$ cat src/rtl/chunked_addsub_if.sv
// chunked_addsub_if: operand/result bundle for the chunked adder/subtractor.
//   Request side : in_valid, in_ready, a, b, sub, carryin
//   Result side  : out_valid, out_ready, sum, carryout, overflow, zero
// The slave modport is the adder's view; master is the producer/consumer view.
interface chunked_addsub_if #(
  parameter int unsigned WIDTH = 32
);
  logic             in_valid;
  logic             in_ready;
  logic [WIDTH-1:0] a;
  logic [WIDTH-1:0] b;
  logic             sub;
  logic             carryin;
  logic             out_valid;
  logic             out_ready;
  logic [WIDTH-1:0] sum;
  logic             carryout;
  logic             overflow;
  logic             zero;

  modport slave (
    input  in_valid, a, b, sub, carryin, out_ready,
    output in_ready, out_valid, sum, carryout, overflow, zero
  );

  modport master (
    output in_valid, a, b, sub, carryin, out_ready,
    input  in_ready, out_valid, sum, carryout, overflow, zero
  );
endinterface

$ cat src/rtl/chunked_addsub.sv
// chunked_addsub: multi-cycle adder/subtractor, CHUNK bits per clock, LS chunk first.
// Ports:
//   clk   - rising-edge clock
//   rst_n - asynchronous active-low reset
//   bus   - chunked_addsub_if.slave (request handshake, operands, result handshake, flags)
// Subtract is done as a + ~b + (1 - carryin); carryout = 1 means "no borrow" in sub mode.
// The interface WIDTH must match this module's WIDTH.
module chunked_addsub #(
  parameter int unsigned WIDTH = 32,
  parameter int unsigned CHUNK = 8
) (
  input logic           clk,
  input logic           rst_n,
  chunked_addsub_if.slave bus
);
  localparam int unsigned N  = WIDTH / CHUNK;
  localparam int unsigned KW = (N > 1) ? $clog2(N) : 1;
  localparam int unsigned BW = (WIDTH > 1) ? $clog2(WIDTH) : 1;
  localparam logic [KW-1:0] KLast = KW'(N - 1);

  typedef enum logic [1:0] {StIdle, StRun, StDone} state_e;

  state_e           state_q, state_d;
  logic [WIDTH-1:0] a_q, a_d;
  logic [WIDTH-1:0] b_q, b_d;      // already inverted for subtract
  logic [WIDTH-1:0] acc_q, acc_d;
  logic [WIDTH-1:0] sum_q, sum_d;
  logic [KW-1:0]    k_q, k_d;
  logic             c_q, c_d;
  logic             co_q, co_d;
  logic             ov_q, ov_d;
  logic             zero_q, zero_d;

  logic [BW-1:0]    base;
  logic [CHUNK:0]   chunk_sum;
  logic             last_chunk;
  logic             cin_msb;
  logic             accept;

  // State register
  always_ff @(posedge clk or negedge rst_n) begin
    if (!rst_n) begin
      state_q <= StIdle;
    end else begin
      state_q <= state_d;
    end
  end

  // Datapath registers
  always_ff @(posedge clk or negedge rst_n) begin
    if (!rst_n) begin
      a_q    <= '0;
      b_q    <= '0;
      acc_q  <= '0;
      sum_q  <= '0;
      k_q    <= '0;
      c_q    <= 1'b0;
      co_q   <= 1'b0;
      ov_q   <= 1'b0;
      zero_q <= 1'b0;
    end else begin
      a_q    <= a_d;
      b_q    <= b_d;
      acc_q  <= acc_d;
      sum_q  <= sum_d;
      k_q    <= k_d;
      c_q    <= c_d;
      co_q   <= co_d;
      ov_q   <= ov_d;
      zero_q <= zero_d;
    end
  end

  // Next state
  always_comb begin
    state_d = state_q;
    unique case (state_q)
      StIdle:  if (bus.in_valid) state_d = StRun;
      StRun:   if (last_chunk) state_d = StDone;
      StDone:  if (bus.out_ready) state_d = StIdle;
      default: state_d = StIdle;
    endcase
  end

  // Chunk adder and datapath next-state
  always_comb begin
    accept     = (state_q == StIdle) && bus.in_valid;
    last_chunk = (k_q == KLast);
    base       = BW'(32'(k_q) * CHUNK);
    chunk_sum  = {1'b0, a_q[base +: CHUNK]} + {1'b0, b_q[base +: CHUNK]}
               + (CHUNK + 1)'(c_q);

    a_d    = a_q;
    b_d    = b_q;
    acc_d  = acc_q;
    sum_d  = sum_q;
    k_d    = k_q;
    c_d    = c_q;
    co_d   = co_q;
    ov_d   = ov_q;
    zero_d = zero_q;

    acc_d[base +: CHUNK] = chunk_sum[CHUNK-1:0];
    // Sum bit = a ^ b' ^ carry-in, so the carry into the MSB falls out of the final sum bit.
    cin_msb = a_q[WIDTH-1] ^ b_q[WIDTH-1] ^ acc_d[WIDTH-1];

    if (accept) begin
      a_d = bus.a;
      b_d = bus.sub ? ~bus.b : bus.b;
      c_d = bus.carryin ^ bus.sub;
      k_d = '0;
    end else if (state_q == StRun) begin
      c_d = chunk_sum[CHUNK];
      k_d = k_q + KW'(1);
      if (last_chunk) begin
        k_d    = '0;
        sum_d  = acc_d;
        co_d   = chunk_sum[CHUNK];
        ov_d   = cin_msb ^ chunk_sum[CHUNK];
        zero_d = (acc_d == '0);
      end
    end
  end

  // Outputs decoded from registers only
  always_comb begin
    bus.in_ready  = (state_q == StIdle);
    bus.out_valid = (state_q == StDone);
    bus.sum       = sum_q;
    bus.carryout  = co_q;
    bus.overflow  = ov_q;
    bus.zero      = zero_q;
  end
endmodule

$ cat src/flat_wrapper.sv
// flat-port wrapper written by rule: the top's interface ports become plain ports
module chunked_addsub_flat 
#(
  parameter int unsigned WIDTH = 32,
  parameter int unsigned CHUNK = 8
)
  (clk, rst_n, bus_in_valid, bus_a, bus_b, bus_sub, bus_carryin, bus_out_ready, bus_in_ready, bus_out_valid, bus_sum, bus_carryout, bus_overflow, bus_zero);
  chunked_addsub_if #(.WIDTH(WIDTH)) bus_i ();
  input logic clk;
  input logic rst_n;
  input wire logic [$bits(bus_i.in_valid)-1:0] bus_in_valid;
  input wire logic [$bits(bus_i.a)-1:0] bus_a;
  input wire logic [$bits(bus_i.b)-1:0] bus_b;
  input wire logic [$bits(bus_i.sub)-1:0] bus_sub;
  input wire logic [$bits(bus_i.carryin)-1:0] bus_carryin;
  input wire logic [$bits(bus_i.out_ready)-1:0] bus_out_ready;
  output wire logic [$bits(bus_i.in_ready)-1:0] bus_in_ready;
  output wire logic [$bits(bus_i.out_valid)-1:0] bus_out_valid;
  output wire logic [$bits(bus_i.sum)-1:0] bus_sum;
  output wire logic [$bits(bus_i.carryout)-1:0] bus_carryout;
  output wire logic [$bits(bus_i.overflow)-1:0] bus_overflow;
  output wire logic [$bits(bus_i.zero)-1:0] bus_zero;
  assign bus_i.in_valid = bus_in_valid;
  assign bus_i.a = bus_a;
  assign bus_i.b = bus_b;
  assign bus_i.sub = bus_sub;
  assign bus_i.carryin = bus_carryin;
  assign bus_i.out_ready = bus_out_ready;
  assign bus_in_ready = bus_i.in_ready;
  assign bus_out_valid = bus_i.out_valid;
  assign bus_sum = bus_i.sum;
  assign bus_carryout = bus_i.carryout;
  assign bus_overflow = bus_i.overflow;
  assign bus_zero = bus_i.zero;
  chunked_addsub #(.WIDTH(WIDTH), .CHUNK(CHUNK)) u_core (.clk(clk), .rst_n(rst_n), .bus(bus_i));
endmodule
$ cat config.mk
export PLATFORM = sky130hd
export DESIGN_NAME = chunked_addsub_flat
export DESIGN_NICKNAME = d
export VERILOG_FILES = /design/src/rtl/chunked_addsub_if.sv /design/src/rtl/chunked_addsub.sv /design/src/flat_wrapper.sv
export SDC_FILE = /design/constraint.sdc
export NUM_CORES = 1
export LEC_CHECK = 0
export BUFFER_PORTS_ARGS = -buffer_cell sky130_fd_sc_hd__buf_2
export CAP_MARGIN = 20
export CORE_MARGIN = 2
export CORE_UTILIZATION = 35
export CTS_CLUSTER_SIZE = 20
export DETAILED_ROUTE_END_ITERATION = 16
export GPL_TIMING_DRIVEN = 0
export PLACE_DENSITY = 0.59
export SLEW_MARGIN = 30
export SYNTH_ARGS = -nofsm -noshare
export SYNTH_HDL_FRONTEND = slang
export SYNTH_SLANG_ARGS = --single-unit
$ cat constraint.sdc
create_clock -name clk -period 4.34 [get_ports clk]
set_input_delay 0.434 -clock clk [delete_from_list [all_inputs] [get_ports clk]]
set_output_delay 0.434 -clock clk [all_outputs]
set_load 0.03 [all_outputs]
; Yosys cells after proc, flatten, opt, wreduce, memory -nomap -nowiden
; Cells that the tools add are included.
[totals]
elab_cells = 47
output_inout_bits = 37
reg_bits = 136
in_bits = 70
[op_classes]
shifts = 4
bitwise_logic = 6
eq_ne = 6
n_mux = 11
reduce_logical = 6
add_sub_neg = 4
[op_table]
columns = cell, count
row1 = indexed part select 32 x 6 -> 8 bit, 2
row2 = bitwise mux 32 bit, 1
row3 = zero test 32 bit, 1
row4 = 2-to-1 mux 32 bit, 1
row5 = inverter 32 bit, 1
row6 = "variable shift 8 x 7 -> 32 bit, first input constant", 1
row7 = indexed part select 8 x 7 -> 32 bit, 1
row8 = 2-to-1 mux 2 bit, 6
row9 = adder 8 x 8 -> 9 bit, 1
row10 = adder 9 x 1 -> 9 bit, 1
row11 = negator 5 -> 7 bit, 1
row12 = case mux 2 bit (3 select lines), 1
row13 = AND reduction 3 bit, 2
row14 = "equality test 2 bit, second input constant", 2
row15 = "!= test 2 bit, second input constant", 2
row16 = XOR 1 bit, 4
row17 = "adder 2 x 1 -> 2 bit, second input constant", 1
row18 = "equality test 2 x 1 -> 1 bit, second input constant", 1
row19 = zero test 2 bit, 1
row20 = 2-to-1 mux 1 bit, 2
row21 = "!= test 2 x 1 -> 1 bit, second input constant", 1
row22 = nonzero test 2 bit, 1
row23 = logical AND 1 bit, 1
row24 = inverter 1 bit, 1

; Longest topological paths before layout
; Gate-level depths: netlist of run 1.
[logic_depth]
word_depth = 7
depth_mapped = 11
mapped_depth_nobuf = 9

; Worst setup path before layout of run 1
; Ideal clock, no wire load.
[synth_timing]
path_kind = reg2reg
start = register u_core.k_q[0]
end = register u_core.sum_q[22] (netlist: u_core.bus.sum[22])
path_stages_with_launch = 12
t_arrival_ns = 3.244
n_path_buf = 2
period_less_slack_ns = 3.368
required_time_ns = 4.215
setup_slack_ns = 0.972
setup_time_ns = 0.125
cell_sequence = dfrtp_1 -> buf_2 -> buf_2 -> mux4_2 -> fa_1 -> fa_1 -> a21oi_1 -> o21ai_0 -> a211o_1 -> o21ai_2 -> o22ai_1 -> mux2_2
[synth_between]
elab_chain_cells = 5
word_cells_on_any_way = 10
cone_classes = add/sub (3) / eq/ne (1) / shift (4) / mux (1) / reduce/logical (1)
[synth_lines]
columns = element, line
row1 = from (decl), chunked_addsub.sv:28  ; logic [KW-1:0] k_q, k_d;
row2 = from (signal assigned), chunked_addsub.sv:66  ; k_q <= k_d;
row3 = indexed part select 32 x 6 -> 8 bit, chunked_addsub.sv:90  ; chunk_sum = {1'b0, a_q[base +: CHUNK]} + {1'b0, b_q[base +: CHUNK]}
row4 = adder 8 x 8 -> 9 bit, chunked_addsub.sv:90
row5 = adder 9 x 1 -> 9 bit, chunked_addsub.sv:91  ; + (CHUNK + 1)'(c_q);
row6 = indexed part select 8 x 7 -> 32 bit, chunked_addsub.sv:103  ; acc_d[base +: CHUNK] = chunk_sum[CHUNK-1:0];
row7 = bitwise mux 32 bit *, chunked_addsub.sv:103
row8 = net u_core.acc_d[22], chunked_addsub.sv:26  ; logic [WIDTH-1:0] acc_q, acc_d;
row9 = to (signal assigned), chunked_addsub.sv:65  ; sum_q <= sum_d;
row10 = to (decl), chunked_addsub.sv:27  ; logic [WIDTH-1:0] sum_q, sum_d;
; The timed path passes the listed nets; every way through them passes the cells marked *.
; A chain may end at the register's enable or synchronous reset.

; Final worst setup path of run 1
[layout_timing]
start = register u_core.k_q[0]
end = register u_core.zero_q (netlist: u_core.bus.zero)
[layout_between]
elab_chain_cells = 6
word_cells_on_any_way = 11
cone_classes = add/sub (3) / eq/ne (1) / shift (4) / mux (1) / reduce/logical (2)
[layout_lines]
columns = element, line
row1 = indexed part select 32 x 6 -> 8 bit, chunked_addsub.sv:90
row2 = adder 8 x 8 -> 9 bit, chunked_addsub.sv:90
row3 = adder 9 x 1 -> 9 bit, chunked_addsub.sv:91
row4 = indexed part select 8 x 7 -> 32 bit, chunked_addsub.sv:103
row5 = bitwise mux 32 bit, chunked_addsub.sv:103
row6 = zero test 32 bit, chunked_addsub.sv:120  ; zero_d = (acc_d == '0);
row7 = to (signal assigned), chunked_addsub.sv:70  ; zero_q <= zero_d;
row8 = to (decl), chunked_addsub.sv:32  ; logic zero_q, zero_d;
; Several ways; a longest one is shown, not always the timed one.

==> results.md, run 1 <==
Floorplan:
- The core area is 18000 sq um.
- The top-level port count is 107.
- The initial core utilization is 0.357.
- The die covers 19400 sq um.
- The number of rows created at floorplan is 49.
- The vertical extent of the die is 139 um.
- The die is 139 um wide.

Clock network:
- The tree is rooted in a clkbuf_16.
- The clock sink count is 136.
- The insertion delay to the later sink of the worst-skew pair is 420 ps.
- Buffers inserted to repair hold after CTS numbered 0.
- Clock-pin slew was measured on the worst setup and hold paths at 60 ps.
- The number of H-tree levels is 4.
- The number of buffers on the longest clock path is 2.
- Counting the buffers created by CTS gives 17.
- TritonCTS built the clock tree.

Timing:
- The final critical-path share of the clock period is 0.959.
- For the pin with the worst max-slew slack, the measured transition is 754 ps.
- Derived from the worst setup path, the maximum achievable clock frequency is 0.240 GHz.
- The number of endpoints with negative hold slack in the final report came to 17.
- The smallest hold slack is -23.6 ps.
- The max-slew violation count came to 0.
- The max-slew headroom at the worst pin is 0.494.
- The final count of negative-setup-slack endpoints is 0.
- Setup slack closes at 176 ps.
- Setup repair after global routing left no endpoint under its margin.
- In the final timing run, aggregate negative setup slack is 0 ps.
- The worst clock skew is 10.1 ps.
- The worst path in the final design needs a cycle of 4160 ps, including I/O delays and setup.

Routing:
- Wires add up to 15.9 mm.
- The residual antenna-violating net count after detailed routing is 0.
- The via count of the routed design is 4644.
- After detailed routing, the number of vias per cell comes to 4.81.
- The number of detailed-route iterations in the first pass is 5.
- The routed length per instance is 16.4 um.
- The first-iteration detailed-routing DRC count is 270.
- For this run, design rule violations remaining after detail routing come to 0.

Setup path:
- The worst reg2reg path depth is 11.
- The slowest stage of the critical path belongs to the cell mux4_2.
- The critical path is of the reg2reg type.
- STA classifies the critical path endpoint as a flip-flop.
- The required time of the critical path is 4660 ps.
- The reg-to-reg setup timing slack is 180 ps.
- The capturing element of the worst setup path is u_core.bus.zero$_DFFE_PN0P_.
- The critical path goes through buf_2 -> buf_2 -> mux4_2 -> fa_1 -> fa_1 -> a211oi_2 -> o21ai_1 -> o21ai_1 -> o31a_1 -> a41oi_1 -> o31ai_1.
- The worst flop-to-flop path startpoint is u_core.k_q[0]$_DFFE_PN0P_.
- The number of buffer and inverter stages on the critical path is 2.
- The arrival time reported for the critical path endpoint is 4490 ps.
- The family with the most delay on the worst path is compound AO/OA/AOI/OAI gates.
- Along the worst path, the maximum fanout reaches 10.
- The worst setup path startpoint is u_core.k_q[0]$_DFFE_PN0P_.
- The delay of the slowest cell on the worst path is 610 ps.
- The worst register-to-register path ends at u_core.bus.zero$_DFFE_PN0P_.
- The type of origin of the critical path is a flip-flop.
- The critical path runs through a total of 11 cells.

Synthesis:
- The cell area after technology mapping is 6400 sq um.
- After synthesis the netlist holds a flip-flop and latch count of 136.
- The largest area contributor in the netlist is dfrtp_1.
- The total of warnings raised by yosys is 0.
- After synthesis, the cell types taking the most area are dfrtp_1 53%, nand2_1 8.4%, mux4_2 5.6%, xnor2_1 5.1%, mux2_2 4.7%.
- The portion of synthesized cell area occupied by the leading cell type is 0.531.
- The post-synthesis net count is 684.
- The number of unique standard cell types used by synthesis is 52.
- Among all flip-flop cells after synthesis, the most frequent one is dfrtp_1.
- The sequential cell area fraction in the yosys report is 0.531.
- The average size of a mapped cell is 10.7 sq um.
- Synthesis produced 599 cells.
- The number of flops mapped to enable cells by yosys is 0.
- The async set-reset flop share out of synthesis is 1.00.

GRT:
- The number of antenna violations at the first check in global routing is 0.
- The global-route congestion overflow total is 0.
- The wire length of the first global-routing pass is 25.7 mm.
- The overall track demand over capacity in global routing is 0.171.
- The via count of the first global-routing pass is 4762.
- Entering global routing, the biggest net connects 79 pins.

Pwr:
- The leakage dissipation is 0.00382 uW.
- The clock power share is 0.210.
- The sequential fraction of design power is 0.281.
- Cell internal power was estimated by the tool at 4170 uW.
- The switching part of the total power is 0.425.
- The share of total power in combinational logic is 0.508.
- IR analysis of the VDD net gives a maximum drop of 0.657 mV.
- For this design the total switching power over the nets is 3080 uW.
- The power density relative to cell area is 918 nW/um^2.

Place:
- The number of buffers added on ports is 105.
- At the placement stage, the worst setup path has a slack of 181 ps.
- The sum of net half-perimeters after detailed placement is 11.5 mm.
- Once placement completed, the tool counted placed cells totaling 934.
- The final weighted congestion of routability-driven global placement is 0.805.

Worst hold path:
- The path class of the tightest hold or removal check is in2async.

Finish:
- Of the cells placed in the final design, the portion with a size suffix greater than 1 is 0.267.
- The net count of the finished layout is 809.
- The antenna diode count is 0.
- Relative to the synthesized area, the layout overhead comes to 23.2%.
- The number of cells in the finished layout apart from fillers is 966.

Job:
- The max-cap violation count is 0.

Outcome:
- The run finished, with violations left.
- The final reports fail on hold timing.
[worst reg2reg max path: cells and delay by family, from the launching register on]
family / cells / cell delay (ps)
AOI/OAI and AO/OA: 6 / 1460
adders and majority gates: 2 / 980
buffers and inverters: 2 / 590
DFF: 1 / 430
muxes: 1 / 610
[what timing repair did]
action                                  in CTS  in global routing
endpoints found under the setup margin       0                  1
gates resized for setup                      0                  1
setup buffers                                0                  0
[through the flow]
stage          cell area, sq um  utilization  total power, uW  hold WS [ps]
3_5_place_dp               7250        0.404             5720           460
3_3_place_gp               7220        0.402             5670           455
5_1_grt                    7890        0.439             7730          38.5
4_1_cts                    7880        0.439             7280          10.6
6_report                   7890        0.439             7250         -23.6
2_1_floorplan              6400            -             4620           138
[placed cells by master, fill, tap and decap left out, types with 3 or more instances in the layout]
cell type	n
nand2_1	144
dfrtp_1	136
buf_2	110
o21ai_0	47
inv_1	36
xnor2_1	36
mux2_2	27
clkbuf_1	24
o22ai_1	21
clkbuf_16	17
mux4_2	16
ha_1	13
nor2_1	10
a21oi_1	9
nor2b_1	6
clkbuf_8	6
buf_1	5
o21ai_1	5
nor3_1	4
nand2b_1	4
nand3_1	4
o31ai_1	3
o22ai_2	3
a31oi_1	3
nor4_1	3
bufinv_16	3
[sequential cells by signal, summed over array words and instances (netlist names)]
signal / count
u_core.bus.zero: 1
u_core.a_q: 32
u_core.acc_q: 32
u_core.c_q: 1
u_core.b_q: 32
u_core.state_q: 2
u_core.k_q: 2
u_core.bus.sum: 32
u_core.bus.carryout: 1
u_core.bus.overflow: 1
[how the worst min path moves through the flow]
stage | endpoint | startpoint | slack (ps)
detailed placement | u_core.bus.sum[25]$_DFFE_PN0P_ | rst_n | 460
global route | u_core.bus.sum[16]$_DFFE_PN0P_ | rst_n | 40
floorplan | u_core.a_q[0]$_DFFE_PN0P_ | rst_n | 140
CTS | u_core.bus.sum[16]$_DFFE_PN0P_ | rst_n | 10
global placement | u_core.a_q[25]$_DFFE_PN0P_ | u_core.a_q[25]$_DFFE_PN0P_ | 450
finish | u_core.bus.sum[16]$_DFFE_PN0P_ | rst_n | -20
[cell families (layout without fill, tap and decap cells)]
kind of cell,after synthesis,in the layout,synth area share
compound gates,106,106,0.106
xor+xnor,40,40,0.0559
fa+ha+maj,15,15,0.0316
buf+inv,69,207,0.0416
flops,136,136,0.531
mux,46,46,0.109
simple gates,187,187,0.125
[power groups by stage]
| stage | registers [uW] | clock network (uW) | logic [uW] |
|---|---|---|---|
| after floorplan | 2190 | 0 | 2430 |
| after global placement | 2040 | 0 | 3630 |
| after detailed placement | 2060 | 0 | 3670 |
| after CTS | 2040 | 1560 | 3680 |
| after global routing | 2100 | 1620 | 4010 |
| final | 2040 | 1520 | 3680 |
[layout make-up]
| type | count | area, sq um |
|---|---|---|
| Clock buffer | 26 | 519 |
| Buffer | 32 | 128 |
| Multi-Input combinational cell | 394 | 2740 |
| Clock inverter | 6 | 110 |
| Tap cell | 229 | 287 |
| Fill cell | 1770 | 10100 |
| Sequential cell | 136 | 3400 |
| Timing Repair Buffer | 106 | 563 |
| Inverter | 37 | 139 |
[cells in the mapped netlist, types with 3 or more instances]
library cell	instances
a21oi_1	9
o31ai_1	3
nand2b_1	4
o22ai_2	3
o22ai_1	21
buf_1	5
o21ai_1	5
nor2b_1	6
mux4_2	16
nand3_1	4
ha_1	13
nor4_1	3
a31oi_1	3
buf_2	6
o21ai_0	47
xnor2_1	37
inv_1	36
mux2_2	27
dfrtp_1	136
nand2_1	144
nor2_1	10
nor3_1	4
clkbuf_1	21
[routing by layer]
layer / GRT usage / part of all wire / routed length [um]
met2: 0.268 / 0.47 / 7420
met3: 0.0396 / 0.042 / 666
met1: 0.237 / 0.48 / 7610
met4: 0.0532 / 0.010 / 158
met5: 0 / 0 / 0
(Power assumes the default switching activity.)
==> run 2, diff against run 1 <==
- CELL_PAD_IN_SITES_DETAIL_PLACEMENT: default -> 0
- CELL_PAD_IN_SITES_GLOBAL_PLACEMENT: default -> 2
- PLACE_DENSITY: 0.59 -> 0.82
==> run 2 against run 1 <==
Via count up 3.1%. Cell area down 0.59%. Clock skew up 0.95 ps. Final cell count up 0.10%. The run now ends clean. Sequential share of layout area up 0.25 points. Clock power down 7%. Register-to-register slack better by 80 ps. Core utilization down 0.26 points.
==> results.md, run 2 (synthesized netlist as in run 1, its figures left out) <==
Pwr:
- The leakage dissipation was 0.00381 uW (was 0.00382 uW).
- The switching part of the total power was 0.439 (was 0.425).
- The sequential fraction of design power is 0.284 (was 0.281).
- The share of total power in combinational logic was 0.519 (was 0.508).
- The internal power component is 4030 uW (was 4170 uW).
- The maximum VDD drop is 0.669 mV (was 0.657 mV).
- The power density relative to cell area came to 917 nW/um^2 (was 918 nW/um^2).
- The switching power came to 3160 uW (was 3080 uW).
- The clock power share is 0.198 (was 0.210).

Routing:
- The routed length per instance is 17.3 um (was 16.4 um).
- The total DRC errors in the routed layout is 0 (unchanged).
- The via count of the routed design is 4790 (was 4644).
- The number of vias per cell was 4.95 (was 4.81).
- The first-iteration detailed-routing DRC count was 326 (was 270).
- The post-detailed-routing wire length is 16.7 mm (was 15.9 mm).
- The residual antenna-violating net count after detailed routing is 0 (unchanged).
- The number of detailed-route iterations in the first pass came to 4 (was 5).

Place:
- The number of buffers added on ports is 105 (unchanged).
- The cell count after placement is 934 (unchanged).
- The cell area reported after detailed placement is 7250 sq um (unchanged).
- The final weighted congestion of routability-driven global placement came to 0.829 (was 0.805).
- The minimum setup slack after placement is 236 ps (was 181 ps).
- The sum of net half-perimeters after detailed placement is 12.3 mm (was 11.5 mm).

Setup path:
- The peak fanout along the critical path is 10 (unchanged).
- The category of the critical setup timing path was reg2reg (unchanged).
- The required time of the critical path came to 4670 ps (was 4660 ps).
- The worst flop-to-flop path startpoint is u_core.k_q[0]$_DFFE_PN0P_ (unchanged).
- The type of origin of the critical path is a flip-flop (unchanged).
- The end of the worst register-to-register path is u_core.bus.zero$_DFFE_PN0P_ (unchanged).
- The reg-to-reg setup timing slack was 250 ps (was 180 ps).
- The worst reg2reg path depth came to 11 (unchanged).
- The arrival time reported for the critical path endpoint is 4420 ps (was 4490 ps).
- The kind of capture point of the worst setup path is a flip-flop (unchanged).
- The worst setup path startpoint was u_core.k_q[0]$_DFFE_PN0P_ (unchanged).
- The capturing element of the worst setup path was u_core.bus.zero$_DFFE_PN0P_ (unchanged).

Finish:
- The share of cells above drive strength 1 is 0.268 (was 0.267).
- The final core area utilization is 0.437 (was 0.439).
- The number of fill cells is 1726 (was 1770).
- The most common cell after layout, fill and taps aside is nand2_1 (unchanged).
- The area growth from synthesis to layout is 22.5% (was 23.2%).
- The final net count is 810 (was 809).
- The antenna diode count was 0 (unchanged).
- Commonest cells after routing, fill and taps aside: 144 x nand2_1, 136 x dfrtp_1, 110 x buf_2 (unchanged).
- The post-layout instance area was 7850 sq um (was 7890 sq um).
- The number of cells in the finished layout apart from fillers is 967 (was 966).

GRT:
- The via count of the first global-routing pass is 5240 (was 4762).
- The wire length of the first global-routing pass is 27.5 mm (was 25.7 mm).
- The overall track demand over capacity in global routing is 0.181 (was 0.171).
- The number of antenna violations at the first check in global routing is 0 (unchanged).
- The global-route congestion overflow total came to 0 (unchanged).
- The maximum number of pins on one net before global-route repair is 72 (was 79).

Clock network:
- The number of buffers on the longest clock path is 2 (unchanged).
- The clock edge transition at the registers on the reported setup and hold paths is 60 ps (about the same).
- The root cell of the clock tree is clkbuf_16 (unchanged).
- The number of H-tree levels is 4 (unchanged).
- The insertion delay to the later sink of the worst-skew pair is 430 ps (was 420 ps).
- The number of buffers inserted during clock tree synthesis came to 17 (unchanged).
- The post-CTS resize count is 0 (unchanged).
- The CTS tree was done (unchanged).
- The clock sink count is 136 (unchanged).

Floorplan:
- The initial core utilization came to 0.357 (unchanged).
- The die outline area is 19400 sq um (unchanged).
- The core area is 18000 sq um (unchanged).
- The horizontal die dimension was 139 um (unchanged).
- The top-level port count was 107 (unchanged).
- The vertical extent of the die came to 139 um (unchanged).
- The number of rows created at floorplan is 49 (unchanged).

Worst hold path:
- The worst min-delay path category is in2reg (was in2async).

Timing:
- The max-slew violation count was 0 (unchanged).
- The shortest period the worst path allows came to 4090 ps (was 4160 ps).
- The number of endpoints with negative hold slack in the final report is 0 (was 17).
- The final count of negative-setup-slack endpoints was 0 (unchanged).
- The slew of the pin with the lowest slew margin is 806 ps (was 754 ps).
- The final critical-path share of the clock period came to 0.942 (was 0.959).
- The worst clock skew is 11.1 ps (was 10.1 ps).
- The setup slack of the critical path after layout is 253 ps (was 176 ps).
- The max-slew headroom at the worst pin came to 0.459 (was 0.494).
- RSZ-0062 raised after global routing: false (unchanged).
- The accumulated negative setup slack is 0 ps (unchanged).
- The maximum clock frequency was 0.245 GHz (was 0.240 GHz).

Outcome:
- Outcome: complete, no violations (was finished, violations left).

Job:
- The max-cap violation count is 0 (unchanged).
-- run 2: changes by cell type in the layout (fill, tap and decap cells not counted), sizes merged --
cell and delta:
dlygate4sd3 +1, bufinv -1, clkinv +6, clkbuf -6, inv +2, clkinvlp -1
-- run 2: worst max-delay path, stage by stage (launching register included) --
cell      delay [ps]
dfrtp_1          410
buf_2            220
buf_2            380
mux4_2           610
fa_1             470
fa_1             480
a211oi_2         270
o21ai_1          110
o21ai_1          380
o31a_1           260
a41oi_1          130
o31ai_1          260
-- run 2: worst min path at each step --
stage / end / from / slack [ps] / cells past startpoint
after floorplan: u_core.a_q[0]$_DFFE_PN0P_ / rst_n / 140 / 0
final: u_core.a_q[22]$_DFFE_PN0P_ / bus_a[22] / 190 / 3
after global routing: u_core.a_q[22]$_DFFE_PN0P_ / bus_a[22] / 190 / 3
after CTS: u_core.a_q[14]$_DFFE_PN0P_ / bus_a[14] / 180 / 3
after detailed placement: u_core.bus.sum[0]$_DFFE_PN0P_ / rst_n / 420 / 1
after global placement: u_core.a_q[5]$_DFFE_PN0P_ / u_core.a_q[5]$_DFFE_PN0P_ / 450 / 2
-- run 2: power groups by stage --
stage	sequential (uW)	combinational, uW	clock, uW
global route	2100	4070	1510
finish	2040	3730	1420
CTS	2040	3740	1450
floorplan	2190	2430	0
detailed placement	2060	3730	0
global placement	2040	3640	0
-- run 2: timing repair --
action | 4_1_cts | 5_1_grt
hold endpoints to repair | 65 | 0
hold buffers | 1 | 0
buffers inserted | 0 | 0
-- run 2: area by class of cell --
| cell class | instances | area, sq um | share of cell area |
|---|---|---|---|
| sequential | 136 | 3400 | 0.434 |
| buffer | 32 | 128 | 0.0163 |
| timing repair buffer | 107 | 573 | 0.0730 |
| inverter | 37 | 139 | 0.0177 |
| multi-input combinational | 394 | 2740 | 0.349 |
| clock buffer | 20 | 457 | 0.0582 |
| clock inverter | 12 | 124 | 0.0158 |
| tap | 229 | 287 | 0.0365 |
-- run 2: metal layers --
| layer | up-vias | GRT usage | part of all wire |
|---|---|---|---|
| met5 | - | 0 | 0 |
| met1 | 2347 | 0.235 | 0.44 |
| met3 | 21 | 0.0458 | 0.047 |
| met2 | 132 | 0.301 | 0.50 |
| met4 | 0 | 0.0553 | 0.016 |
| li1 | 2290 | - | - |
-- run 2: through the flow --
stage          hold slack (ps)  power [uW]
3_3_place_gp               454        5680
6_report                   195        7190
4_1_cts                    180        7230
2_1_floorplan              138        4620
3_5_place_dp               416        5790
5_1_grt                    185        7680
==> run 3, diff against run 2 <==
- BUFFER_PORTS_ARGS: -buffer_cell sky130_fd_sc_hd__buf_2 -> -buffer_cell sky130_fd_sc_hd__buf_4
- REMOVE_ABC_BUFFERS: default -> 1
==> run 3 against run 2 <==
Count of clock-buffer cells in the layout shrank 2. Clock power increased by 19%. Worst hold slack gained 1.7 ps. Register-to-register slack better by 300 ps. Cell area up 4.3%. Non-clock buffer count is 27 lower. Sequential power is 2% higher. Die area is the same. Via count fell by 4.9%. Fmax up 7.8%. Sequential cell count is the same.
==> results.md, run 3 (synthesized netlist as in run 1, its figures left out) <==
Outcome:
- Outcome: complete, no violations (unchanged).

Setup path:
- The peak fanout along the critical path is 16 (was 10).
- The worst reg2reg path depth was 9 (was 11).
- The family with the most delay on the worst path is adder cells (was compound AO/OA/AOI/OAI gates).
- Cells along the critical path: buf_12 -> mux4_2 -> fa_1 -> fa_1 -> xnor2_1 -> o22ai_1 -> nor4_1 -> nand4_1 -> o31ai_1 (was buf_2 -> buf_2 -> mux4_2 -> fa_1 -> fa_1 -> a211oi_2 -> o21ai_1 -> o21ai_1 -> o31a_1 -> a41oi_1 -> o31ai_1).
- The delay of the slowest cell on the worst path is 550 ps (was 610 ps).
- The critical path's most frequent cell is fa_1.
- The number of buffer and inverter stages on the critical path is 1 (was 2).
- The type of origin of the critical path is a flip-flop (unchanged).
- The slowest library cell on the worst path is dfrtp_2 (was mux4_2).
- The category of the critical setup timing path is reg2reg (unchanged).
- The arrival time reported for the critical path endpoint is 4120 ps (was 4420 ps).
- The kind of capture point of the worst setup path is a flip-flop (unchanged).
- The required time of the critical path is 4670 ps (about the same).
- The number of logic stages on the critical path including buffering is 9 (was 11).

Timing:
- The accumulated negative setup slack is 0 ps (unchanged).
- RSZ-0062 raised after global routing: false (unchanged).
- The final critical-path share of the clock period is 0.874 (was 0.942).
- The worst clock skew is 9.68 ps (was 11.1 ps).
- The max-slew headroom at the worst pin is 0.513 (was 0.459).
- The maximum clock frequency is 0.264 GHz (was 0.245 GHz).
- The max-slew violation count is 0 (unchanged).
- The final count of negative-setup-slack endpoints came to 0 (unchanged).
- The number of endpoints with negative hold slack in the final report is 0 (unchanged).
- The shortest period the worst path allows is 3790 ps (was 4090 ps).
- The slew of the pin with the lowest slew margin came to 728 ps (was 806 ps).

Floorplan:
- The top-level port count came to 107 (unchanged).
- The core area is 18000 sq um (unchanged).
- The number of rows created at floorplan came to 49 (unchanged).
- The horizontal die dimension is 139 um (unchanged).
- The die outline area is 19400 sq um (unchanged).
- The initial core utilization is 0.357 (unchanged).
- The vertical extent of the die is 139 um (unchanged).

Finish:
- The area taken by flip-flops and latches is 3410 sq um (was 3400 sq um).
- The antenna diode count was 0 (unchanged).
- The most common cell after layout, fill and taps aside is nand2_1 (unchanged).
- The area growth from synthesis to layout is 27.7% (was 22.5%).
- Commonest cells after routing, fill and taps aside: 143 x nand2_1, 134 x dfrtp_1, 105 x buf_4 (was 144 x nand2_1, 136 x dfrtp_1, 110 x buf_2).
- The area of the multi-input gates is 2740 sq um (about the same).
- The post-layout instance area is 8180 sq um (was 7850 sq um).
- The final net count came to 783 (was 810).
- The share of cells above drive strength 1 is 0.283 (was 0.268).
- The number of fill cells was 1726 (unchanged).

GRT:
- The via count of the first global-routing pass is 4769 (was 5240).
- The maximum number of pins on one net before global-route repair is 88 (was 72).
- The number of antenna violations at the first check in global routing came to 0 (unchanged).
- The global-route congestion overflow total is 0 (unchanged).
- The wire length of the first global-routing pass is 24.4 mm (was 27.5 mm).
- The overall track demand over capacity in global routing is 0.159 (was 0.181).

Place:
- The sum of net half-perimeters after detailed placement came to 10.3 mm (was 12.3 mm).
- The final weighted congestion of routability-driven global placement is 0.762 (was 0.829).
- The number of buffers added on ports came to 106 (was 105).
- The cell area reported after detailed placement is 7480 sq um (was 7250 sq um).

Routing:
- The residual antenna-violating net count after detailed routing is 0 (unchanged).
- The number of detailed-route iterations in the first pass came to 5 (was 4).
- The via count of the routed design is 4557 (was 4790).
- The post-detailed-routing wire length is 14.4 mm (was 16.7 mm).
- The total DRC errors in the routed layout is 0 (unchanged).
- The first-iteration detailed-routing DRC count is 177 (was 326).
- The routed length per instance came to 15.4 um (was 17.3 um).
- The number of vias per cell is 4.85 (was 4.95).

Clock network:
- The number of buffers inserted during clock tree synthesis was 17 (unchanged).
- The post-CTS resize count is 0 (unchanged).
- The number of H-tree levels was 4 (unchanged).
- The clock edge transition at the registers on the reported setup and hold paths is 60 ps (about the same).
- The root cell of the clock tree is clkbuf_16 (unchanged).
- The clock sink count came to 136 (unchanged).
- The insertion delay to the later sink of the worst-skew pair is 430 ps (about the same).
- The hold buffer count at CTS came to 1 (unchanged).
- The number of buffers added for setup after CTS is 0 (unchanged).
- The number of buffers on the longest clock path is 2 (unchanged).
- The CTS tree is done (unchanged).

Worst hold path:
- The worst min-delay path category is in2reg (unchanged).
- The cell count of the worst hold path is 3 (unchanged).

Pwr:
- The leakage dissipation came to 0.00390 uW (was 0.00381 uW).
- The maximum VDD drop is 0.423 mV (was 0.669 mV).
- The power density relative to cell area is 894 nW/um^2 (was 917 nW/um^2).

Job:
- The max-cap violation count is 0 (unchanged).
-- run 3: cell count changes in the layout (fill, tap and decap cells not counted), sizes merged --
cell / delta
buf: -6
clkbuf: -23
bufinv: +5
inv: -2
clkinv: -2
-- run 3: power by group --
group	leakage (uW)	internal (uW)	switching [uW]	total (uW)
Sequential	0.00177	1780	311	2090
Clock	0.000336	1140	541	1690
Combinational	0.00179	1460	2080	3540
-- run 3: cell type report --
cell class	instances	area share
well taps	229	0.0350
flip-flops and latches	136	0.416
clock buffers	18	0.0537
clock inverters	13	0.0306
inverters	37	0.0170
multi-input cells	394	0.335
repair buffers	112	0.112
-- run 3: stage by stage --
step	cells	hold WS [ps]	utilization	worst slack [ps]	total power [uW]
floorplan	567	138	-	653	4580
global placement	902	455	0.410	-167	5560
detailed placement	907	362	0.416	636	5690
CTS	939	174	0.455	618	7410
global route	939	188	0.455	390	7870
finish	939	197	0.455	548	7320
-- run 3: path summary, 6_finish.rpt --
| check | start | endpoint | slack (ps) |
|---|---|---|---|
| worst max-delay path | u_core.k_q[0]$_DFFE_PN0P_ | u_core.bus.zero$_DFFE_PN0P_ | 550 |
| worst min-delay path | bus_a[25] | u_core.a_q[25]$_DFFE_PN0P_ | 200 |
| worst max register to register | u_core.k_q[0]$_DFFE_PN0P_ | u_core.bus.zero$_DFFE_PN0P_ | 550 |
| worst min register to register | u_core.a_q[1]$_DFFE_PN0P_ | u_core.a_q[1]$_DFFE_PN0P_ | 470 |
| max in group asynchronous | rst_n | u_core.b_q[19]$_DFFE_PN0P_ | 3060 |
| min in group asynchronous | rst_n | u_core.bus.sum[8]$_DFFE_PN0P_ | 510 |
-- run 3: layer usage --
layer | track usage | vias to the layer above | share of wire
met4 | 0.0457 | 0 | 0.0099
met3 | 0.0434 | 14 | 0.047
met5 | 0 | - | 0
met1 | 0.215 | 2205 | 0.47
met2 | 0.253 | 106 | 0.47
li1 | - | 2232 | -
-- run 3: worst reg2reg max path: cells and delay by family, from the launching register on --
family	cells	cell delay (ps)
fa+ha+maj	2	940
simple gates	2	580
flops	1	550
mux	1	550
compound gates	2	460
xor+xnor	1	390
buf+inv	1	240
